<file path="src/rtl/huffman_decoder.sv">
// Canonical Huffman decoder: rebuilds first/base/symbol tables from per-symbol code lengths,
// then decodes a serial MSB-first bitstream into symbols with valid/ready handshakes on both sides.
module huffman_decoder #(
  parameter int NSYM   = 16,
  parameter int SYMW   = 4,
  parameter int MAXLEN = 15,
  parameter int LENW   = 4
) (
  input  logic            clk,
  input  logic            rst,
  input  logic            len_we,
  input  logic [SYMW-1:0] len_addr,
  input  logic [LENW-1:0] len_data,
  input  logic            build,
  output logic            busy,
  output logic            tbl_ready,
  input  logic            bit_valid,
  input  logic            bit_data,
  output logic            bit_ready,
  output logic            sym_valid,
  output logic [SYMW-1:0] sym_data,
  input  logic            sym_ready,
  output logic            err
);

  localparam int NLEN = 1 << LENW;
  localparam int CW   = SYMW + 1;
  localparam int FW   = MAXLEN + 1;
  localparam int IDXW = $clog2(((NSYM > MAXLEN) ? NSYM : MAXLEN) + 1);

  typedef enum logic [2:0] {
    S_IDLE,
    S_COUNT,
    S_FIRST,
    S_PLACE,
    S_READY
  } state_t;

  state_t          state_q, state_d;
  logic [IDXW-1:0] idx_q, idx_d;
  logic [LENW-1:0] len_q    [NSYM];
  logic [LENW-1:0] len_d    [NSYM];
  logic [CW-1:0]   cnt_q    [NLEN];
  logic [CW-1:0]   cnt_d    [NLEN];
  logic [FW-1:0]   first_q  [NLEN];
  logic [FW-1:0]   first_d  [NLEN];
  logic [CW-1:0]   base_q   [NLEN];
  logic [CW-1:0]   base_d   [NLEN];
  logic [CW-1:0]   offs_q   [NLEN];
  logic [CW-1:0]   offs_d   [NLEN];
  logic [SYMW-1:0] symtab_q [NSYM];
  logic [SYMW-1:0] symtab_d [NSYM];
  logic [FW-1:0]   code_q, code_d;
  logic [LENW-1:0] clen_q, clen_d;
  logic            sym_valid_q, sym_valid_d;
  logic [SYMW-1:0] sym_data_q, sym_data_d;
  logic            err_q, err_d;

  logic            busy_int;
  logic            ready_int;
  logic            bit_ready_int;
  logic            bit_hs;
  logic [SYMW-1:0] scan_sym;
  logic [LENW-1:0] scan_len;
  logic [LENW-1:0] lvl;
  logic [LENW-1:0] lvl_m1;
  logic [FW-1:0]   code_n;
  logic [LENW-1:0] clen_n;
  logic [FW-1:0]   diff;
  logic            hit;

  assign busy_int      = (state_q == S_COUNT) || (state_q == S_FIRST) || (state_q == S_PLACE);
  assign ready_int     = (state_q == S_READY);
  assign bit_ready_int = ready_int & ~sym_valid_q & ~err_q;
  assign bit_hs        = bit_valid & bit_ready_int;

  // COUNT spends its first cycle clearing, so symbol s is scanned when idx_q == s+1
  assign scan_sym = (state_q == S_COUNT) ? SYMW'(idx_q - IDXW'(1)) : SYMW'(idx_q);
  assign scan_len = len_q[scan_sym];
  assign lvl      = LENW'(idx_q);
  assign lvl_m1   = lvl - LENW'(1);

  assign code_n = FW'({code_q, bit_data});
  assign clen_n = clen_q + LENW'(1);
  assign diff   = code_n - first_q[clen_n];
  assign hit    = (code_n >= first_q[clen_n]) && (diff < FW'(cnt_q[clen_n]));

  always_comb begin
    state_d     = state_q;
    idx_d       = idx_q;
    len_d       = len_q;
    cnt_d       = cnt_q;
    first_d     = first_q;
    base_d      = base_q;
    offs_d      = offs_q;
    symtab_d    = symtab_q;
    code_d      = code_q;
    clen_d      = clen_q;
    sym_valid_d = sym_valid_q;
    sym_data_d  = sym_data_q;
    err_d       = err_q;

    if (len_we && !busy_int) begin
      len_d[len_addr] = len_data;
    end

    case (state_q)
      S_IDLE: begin
        if (build) begin
          state_d = S_COUNT;
          idx_d   = '0;
        end
      end

      S_COUNT: begin
        if (idx_q == '0) begin
          for (int k = 0; k < NLEN; k++) begin
            cnt_d[k]   = '0;
            offs_d[k]  = '0;
            first_d[k] = '0;
            base_d[k]  = '0;
          end
        end else if (scan_len != '0) begin
          cnt_d[scan_len] = cnt_q[scan_len] + CW'(1);
        end
        if (idx_q == IDXW'(NSYM)) begin
          state_d = S_FIRST;
          idx_d   = IDXW'(1);
        end else begin
          idx_d = idx_q + IDXW'(1);
        end
      end

      S_FIRST: begin
        first_d[lvl] = (first_q[lvl_m1] + FW'(cnt_q[lvl_m1])) << 1;
        base_d[lvl]  = base_q[lvl_m1] + cnt_q[lvl_m1];
        if (idx_q == IDXW'(MAXLEN)) begin
          state_d = S_PLACE;
          idx_d   = '0;
        end else begin
          idx_d = idx_q + IDXW'(1);
        end
      end

      S_PLACE: begin
        if (scan_len != '0) begin
          symtab_d[SYMW'(base_q[scan_len] + offs_q[scan_len])] = scan_sym;
          offs_d[scan_len] = offs_q[scan_len] + CW'(1);
        end
        if (idx_q == IDXW'(NSYM - 1)) begin
          state_d = S_READY;
          idx_d   = '0;
        end else begin
          idx_d = idx_q + IDXW'(1);
        end
      end

      S_READY: begin
        if (build) begin
          state_d     = S_COUNT;
          idx_d       = '0;
          code_d      = '0;
          clen_d      = '0;
          sym_valid_d = 1'b0;
          err_d       = 1'b0;
        end else begin
          if (sym_valid_q && sym_ready) begin
            sym_valid_d = 1'b0;
          end
          if (bit_hs) begin
            if (hit) begin
              sym_data_d  = symtab_q[SYMW'(FW'(base_q[clen_n]) + diff)];
              sym_valid_d = 1'b1;
              code_d      = '0;
              clen_d      = '0;
            end else if (clen_n == LENW'(MAXLEN)) begin
              err_d  = 1'b1;
              code_d = '0;
              clen_d = '0;
            end else begin
              code_d = code_n;
              clen_d = clen_n;
            end
          end
        end
      end

      default: begin
        state_d = S_IDLE;
      end
    endcase
  end

  always_ff @(posedge clk) begin
    if (rst) begin
      state_q     <= S_IDLE;
      idx_q       <= '0;
      code_q      <= '0;
      clen_q      <= '0;
      sym_valid_q <= 1'b0;
      sym_data_q  <= '0;
      err_q       <= 1'b0;
      for (int k = 0; k < NSYM; k++) begin
        len_q[k]    <= '0;
        symtab_q[k] <= '0;
      end
      for (int k = 0; k < NLEN; k++) begin
        cnt_q[k]   <= '0;
        first_q[k] <= '0;
        base_q[k]  <= '0;
        offs_q[k]  <= '0;
      end
    end else begin
      state_q     <= state_d;
      idx_q       <= idx_d;
      len_q       <= len_d;
      cnt_q       <= cnt_d;
      first_q     <= first_d;
      base_q      <= base_d;
      offs_q      <= offs_d;
      symtab_q    <= symtab_d;
      code_q      <= code_d;
      clen_q      <= clen_d;
      sym_valid_q <= sym_valid_d;
      sym_data_q  <= sym_data_d;
      err_q       <= err_d;
    end
  end

  assign busy      = busy_int;
  assign tbl_ready = ready_int;
  assign bit_ready = bit_ready_int;
  assign sym_valid = sym_valid_q;
  assign sym_data  = sym_data_q;
  assign err       = err_q;

endmodule
</file>
<file path="config.mk">
export PLATFORM = sky130hd
export DESIGN_NAME = huffman_decoder
export DESIGN_NICKNAME = d
export VERILOG_FILES = /design/src/rtl/huffman_decoder.sv
export SDC_FILE = /design/constraint.sdc
export NUM_CORES = 2
export LEC_CHECK = 0
export CAP_MARGIN = 30
export CELL_PAD_IN_SITES_DETAIL_PLACEMENT = 1
export CELL_PAD_IN_SITES_GLOBAL_PLACEMENT = 1
export CORE_UTILIZATION = 40
export DETAILED_ROUTE_END_ITERATION = 8
export PLACE_DENSITY = 0.72
export SYNTH_ARGS = -nofsm -noshare
export SYNTH_HDL_FRONTEND = slang
export SYNTH_SLANG_ARGS = --single-unit
</file>
<file path="constraint.sdc">
create_clock -name clk -period 9.02 [get_ports clk]
set_clock_uncertainty 0.2 [all_clocks]
set_input_delay 1.353 -clock clk [delete_from_list [all_inputs] [get_ports clk]]
set_output_delay 1.353 -clock clk [all_outputs]
set_load 0.01 [all_outputs]
</file>
==> results.txt <==
In the routed layout, each cell is associated on average with a via count of 6.42. The total via count in the routed design is 27,453. The hold violation count in the final report came out at 0. Detailed placement finished with a half-perimeter wire length of 76,300 um. The DRC violation total after the first TritonRoute iteration is 2,547.

The worst register-to-register path ends at symtab_q[40]$_SDFFE_PP0P_. For this run, design rule violations remaining after detail routing come to 0. The number of maximum-capacitance constraint violations is 0. At the pin with the least slew margin, the transition time is 1.04 ns. In this design, the stage delay of the slowest critical-path cell is 0.73 ns.

The starting density of the core is 40.5%. The count of cells along the worst register-to-register path is 20. The worst hold path terminates at offs_q[28]$_SDFFE_PP0P_. For this design the total switching power over the nets is 1.97 mW. The number of warning messages in the yosys log came out at 0. The worst min-delay path category is reg2reg.

The sequential share of power came out at 41.0%. The most common cell in the synthesized netlist is sky130_fd_sc_hd__nor2_1. On the critical path the largest part of the delay comes from simple AND/OR/NAND/NOR gates. The sink count of the clock tree is 609. The commonest register cell after synthesis is sky130_fd_sc_hd__dfxtp_1.

STA classifies the critical path endpoint as a register. Ranked by instance count, the synthesized netlist is headed by sky130_fd_sc_hd__nor2_1, sky130_fd_sc_hd__dfxtp_1, sky130_fd_sc_hd__a22oi_1, sky130_fd_sc_hd__mux4_2, sky130_fd_sc_hd__nand2_1. The detail route stage leaves a number of antenna-violating nets equal to 0. Of the available clock period, the critical path in the final layout requires 80.2%.

Walking the worst path, the cells encountered are inv_1 -> ha_4 -> and4bb_2 -> a22oi_4 -> o22ai_1 -> nor4b_2 -> nor4_4 -> buf_12 -> mux2i_1 -> mux2i_1 -> mux2_2 -> mux2i_1 -> inv_1 -> ha_1 -> fa_1 -> xor2_1 -> nand2_1 -> nor3_1 -> nand2b_1 -> mux2i_1. The worst pin sits at a relative slew slack of 30.5%. Setup repair after global routing left no endpoint under its margin. CTS built an H-tree with a depth of 3. The final number of max-transition violations is 0. The number of unique standard cell types used by synthesis came out at 82.

The final wirelength came out at 117,000 um. STA puts the critical path data required time at 9.26 ns. The final cell count without fillers came out at 4,277.

The worst setup path is launched from a register. The maximum number of buffers from clock root to sink came out at 3. The area growth from synthesis to layout came out at 10.9%. The post-synthesis instance area is 0.0321 mm2. Each instance of the synthesized netlist takes up on average 9.81 um2.

The share of flip-flops with an asynchronous set or reset is 0%. The master of the slowest instance on the critical path is sky130_fd_sc_hd__dfxtp_4. The height of the chip is 285 um. The clock share of power came out at 43.3%. The combinational share of power is 15.7%. The portion of the post-synthesis area used by sequential elements came out at 38.0%. The synthesized design contains 0 enable-type register cells.

The horizontal die dimension is 285 um. In this run the critical register-to-register path is launched from idx_q[0]$_SDFFE_PP0P_. The number of antenna violations at the first check in global routing is 2.

Cell internal power was estimated by the tool at 4.64 mW. The number of iterations in the first detailed-routing pass is 6. The number of fill cells is 8,773. The fraction of final layout cells with drive strength greater than 1 is 16.7%. The combined global-route utilization of all metal layers came out at 28.4%.

The total congestion overflow came out at 0. Of the total power, the share spent switching nets is 29.8%. The flip-flop and latch count after synthesis is 609. Setup violations remaining at the end of the flow were counted as 0. The largest total area in the synthesized netlist belongs to sky130_fd_sc_hd__dfxtp_1. In this run the worst path has a maximum fanout of 102. The average wire per cell in the routed design came out at 27.3 um. The routability-driven placement congestion ratio came out at 0.879. The number of cell rows is 103.

The clock-pin slew on the worst setup and hold paths is 0.06 ns. The count of cells resized by post-cts repair is 0. The routed design could run at a clock period as short as 7.24 ns.

In this run, post-CTS hold repair placed 0 buffers. The floorplan step defined a core boundary enclosing 0.0791 mm2. The total number of nets in the final design came out at 3,236. The leakage power of the design is 12.7 nW. The wire length of the first global-routing pass is 178,000 um. In this run, placement finished with an instance count of 4,149.

The worst path arrival time came out at 7.48 ns. The buffer and inverter count on the worst path is 3. For this design the top-level I/O count stands at 24.

The startpoint identified for the worst hold timing path is offs_q[28]$_SDFFE_PP0P_. IR analysis of the VDD net gives a maximum drop of 0.115 mV. By area the synthesized netlist is led by sky130_fd_sc_hd__dfxtp_1, sky130_fd_sc_hd__mux4_2, sky130_fd_sc_hd__nor2_1. The count of mapped cells out of synthesis is 3,267. The number of buffers inserted by post-CTS setup repair is 0. The synthesized design devotes to its leading area cell type 38.0% of total area. The power per cell area is 186 mW/mm2. The die covers 0.0813 mm2. The number of CTS-inserted buffers is 70.

The cell occurring most often along the worst timing path is sky130_fd_sc_hd__mux2i_1. The maximum operating frequency came out at 138 MHz. In this run the tool buffered the top-level ports with 23 buffer cells. The pin count of the biggest net entering global routing is 145.

The type of the worst setup path is reg2reg. The summed negative setup slack over all endpoints is 0 ns. On the final layout, the worst hold slack is 0.257 ns.

The number of stages on the worst hold path is 2. Across all register-to-register paths, the minimum setup slack is 1.78 ns. The flow ran to the end, and the final reports show no timing, DRC or antenna violations. TritonCTS built the clock tree. The via count of the first global-routing pass came out at 28,736.

The clock latency on the worst-skew pair came out at 0.63 ns. The clock tree root buffer cell is sky130_fd_sc_hd__clkbuf_16.
## kinds of logic (layout without fill, tap and decap cells)
group           count (synthesis)  in the layout  synth area share, %
mux                           480            480                 25.2
buf+inv                       313            271                 4.25
compound gates                665            665                 14.2
other cells                     1              3               0.0117
simple gates                 1110           1110                 15.1
fa+ha+maj                      49             49                 2.03
flops                         609            609                 38.0
xor+xnor                       40             40                 1.19
## state kept, by name, summed over array words and instances, names as in the netlist
name       flops
len_q         64
code_q        15
idx_q          5
symtab_q      64
sym_data       4
err            1
offs_q        64
clen_q         4
base_q        64
first_q      240
sym_valid      1
cnt_q         80
state_q        3
## stage by stage
stage / setup slack [ns] / cell area, um2 / power [mW] / utilization (%)
floorplan: 1.46 / 32100 / 3.44 / -
global placement: 2.15 / 33100 / 3.75 / 41.9
detailed placement: 1.93 / 33300 / 3.77 / 42.1
CTS: 1.85 / 35500 / 6.61 / 44.9
global route: 1.48 / 35600 / 6.79 / 44.9
finish: 1.78 / 35600 / 6.61 / 44.9
## worst reg2reg max path: stages (launching register included)
cell and delay (ns):
sky130_fd_sc_hd__dfxtp_4 0.73, sky130_fd_sc_hd__inv_1 0.31, sky130_fd_sc_hd__ha_4 0.48, sky130_fd_sc_hd__and4bb_2 0.36, sky130_fd_sc_hd__a22oi_4 0.16, sky130_fd_sc_hd__o22ai_1 0.27
sky130_fd_sc_hd__nor4b_2 0.10, sky130_fd_sc_hd__nor4_4 0.34, sky130_fd_sc_hd__buf_12 0.49, sky130_fd_sc_hd__mux2i_1 0.43, sky130_fd_sc_hd__mux2i_1 0.11, sky130_fd_sc_hd__mux2_2 0.30
sky130_fd_sc_hd__mux2i_1 0.24, sky130_fd_sc_hd__inv_1 0.18, sky130_fd_sc_hd__ha_1 0.29, sky130_fd_sc_hd__fa_1 0.50, sky130_fd_sc_hd__xor2_1 0.42, sky130_fd_sc_hd__nand2_1 0.17
sky130_fd_sc_hd__nor3_1 0.48, sky130_fd_sc_hd__nand2b_1 0.31, sky130_fd_sc_hd__mux2i_1 0.20
## worst max path at each step
stage | startpoint | endpoint | slack, ns | cells after the start
after floorplan | clen_q[0]$_SDFFE_PP0P_ | sym_data[0]$_SDFFE_PP0P_ | 1.46 | 26
after global placement | idx_q[0]$_SDFFE_PP0P_ | symtab_q[10]$_SDFFE_PP0P_ | 2.15 | 20
after detailed placement | idx_q[0]$_SDFFE_PP0P_ | symtab_q[40]$_SDFFE_PP0P_ | 1.93 | 20
after CTS | idx_q[0]$_SDFFE_PP0P_ | symtab_q[40]$_SDFFE_PP0P_ | 1.85 | 20
after global routing | idx_q[0]$_SDFFE_PP0P_ | symtab_q[8]$_SDFFE_PP0P_ | 1.48 | 20
final | idx_q[0]$_SDFFE_PP0P_ | symtab_q[40]$_SDFFE_PP0P_ | 1.78 | 20
## layout make-up
| type | instances | area [um2] | share of cell area [%] |
|---|---|---|---|
| inverter | 39 | 146 | 0.412 |
| timing repair buffer | 106 | 908 | 2.55 |
| antenna | 1 | 2.50 | 0.00704 |
| tap | 1050 | 1310 | 3.69 |
| clock inverter | 23 | 218 | 0.612 |
| clock buffer | 103 | 2040 | 5.74 |
| multi-input combinational | 2346 | 18700 | 52.7 |
| sequential | 609 | 12200 | 34.3 |
## layout by cell type (no fill, tap or decap), types with 22 or more instances in the layout
cell type,synthesis,final
sky130_fd_sc_hd__mux2i_1,199,198
sky130_fd_sc_hd__and3_1,28,28
sky130_fd_sc_hd__nor3_1,43,39
sky130_fd_sc_hd__nand2b_1,84,84
sky130_fd_sc_hd__o21ai_0,69,69
sky130_fd_sc_hd__ha_1,44,42
sky130_fd_sc_hd__inv_1,39,39
sky130_fd_sc_hd__nand2_1,222,221
sky130_fd_sc_hd__o22ai_1,32,32
sky130_fd_sc_hd__mux4_2,257,257
sky130_fd_sc_hd__a32oi_1,22,22
sky130_fd_sc_hd__buf_4,5,77
sky130_fd_sc_hd__clkbuf_16,0,73
sky130_fd_sc_hd__clkdlybuf4s50_1,0,22
sky130_fd_sc_hd__nand3_1,25,25
sky130_fd_sc_hd__dfxtp_1,609,607
sky130_fd_sc_hd__nor2_1,625,596
sky130_fd_sc_hd__a31oi_1,32,32
sky130_fd_sc_hd__a21oi_1,114,114
sky130_fd_sc_hd__a22oi_1,298,298
## power groups by stage
stage | sequential, mW | clock, mW | combinational [mW]
3_3_place_gp | 2.77 | 0 | 0.979
6_report | 2.71 | 2.86 | 1.04
4_1_cts | 2.71 | 2.89 | 1.01
2_1_floorplan | 2.76 | 0 | 0.680
3_5_place_dp | 2.77 | 0 | 1.00
5_1_grt | 2.71 | 3.00 | 1.08
## metal layers
layer  up-vias  routed length [um]  share of wire [%]  track usage [%]
met5         -                  20              0.017                0
met4         2                4030                3.5             11.4
met3       285               10400                8.9             6.09
met2      1264               55200                 47             45.9
met1     14089               47100                 40             36.9
li1      11813                   -                  -                -
Note: power is estimated with default switching activity, not from simulation.
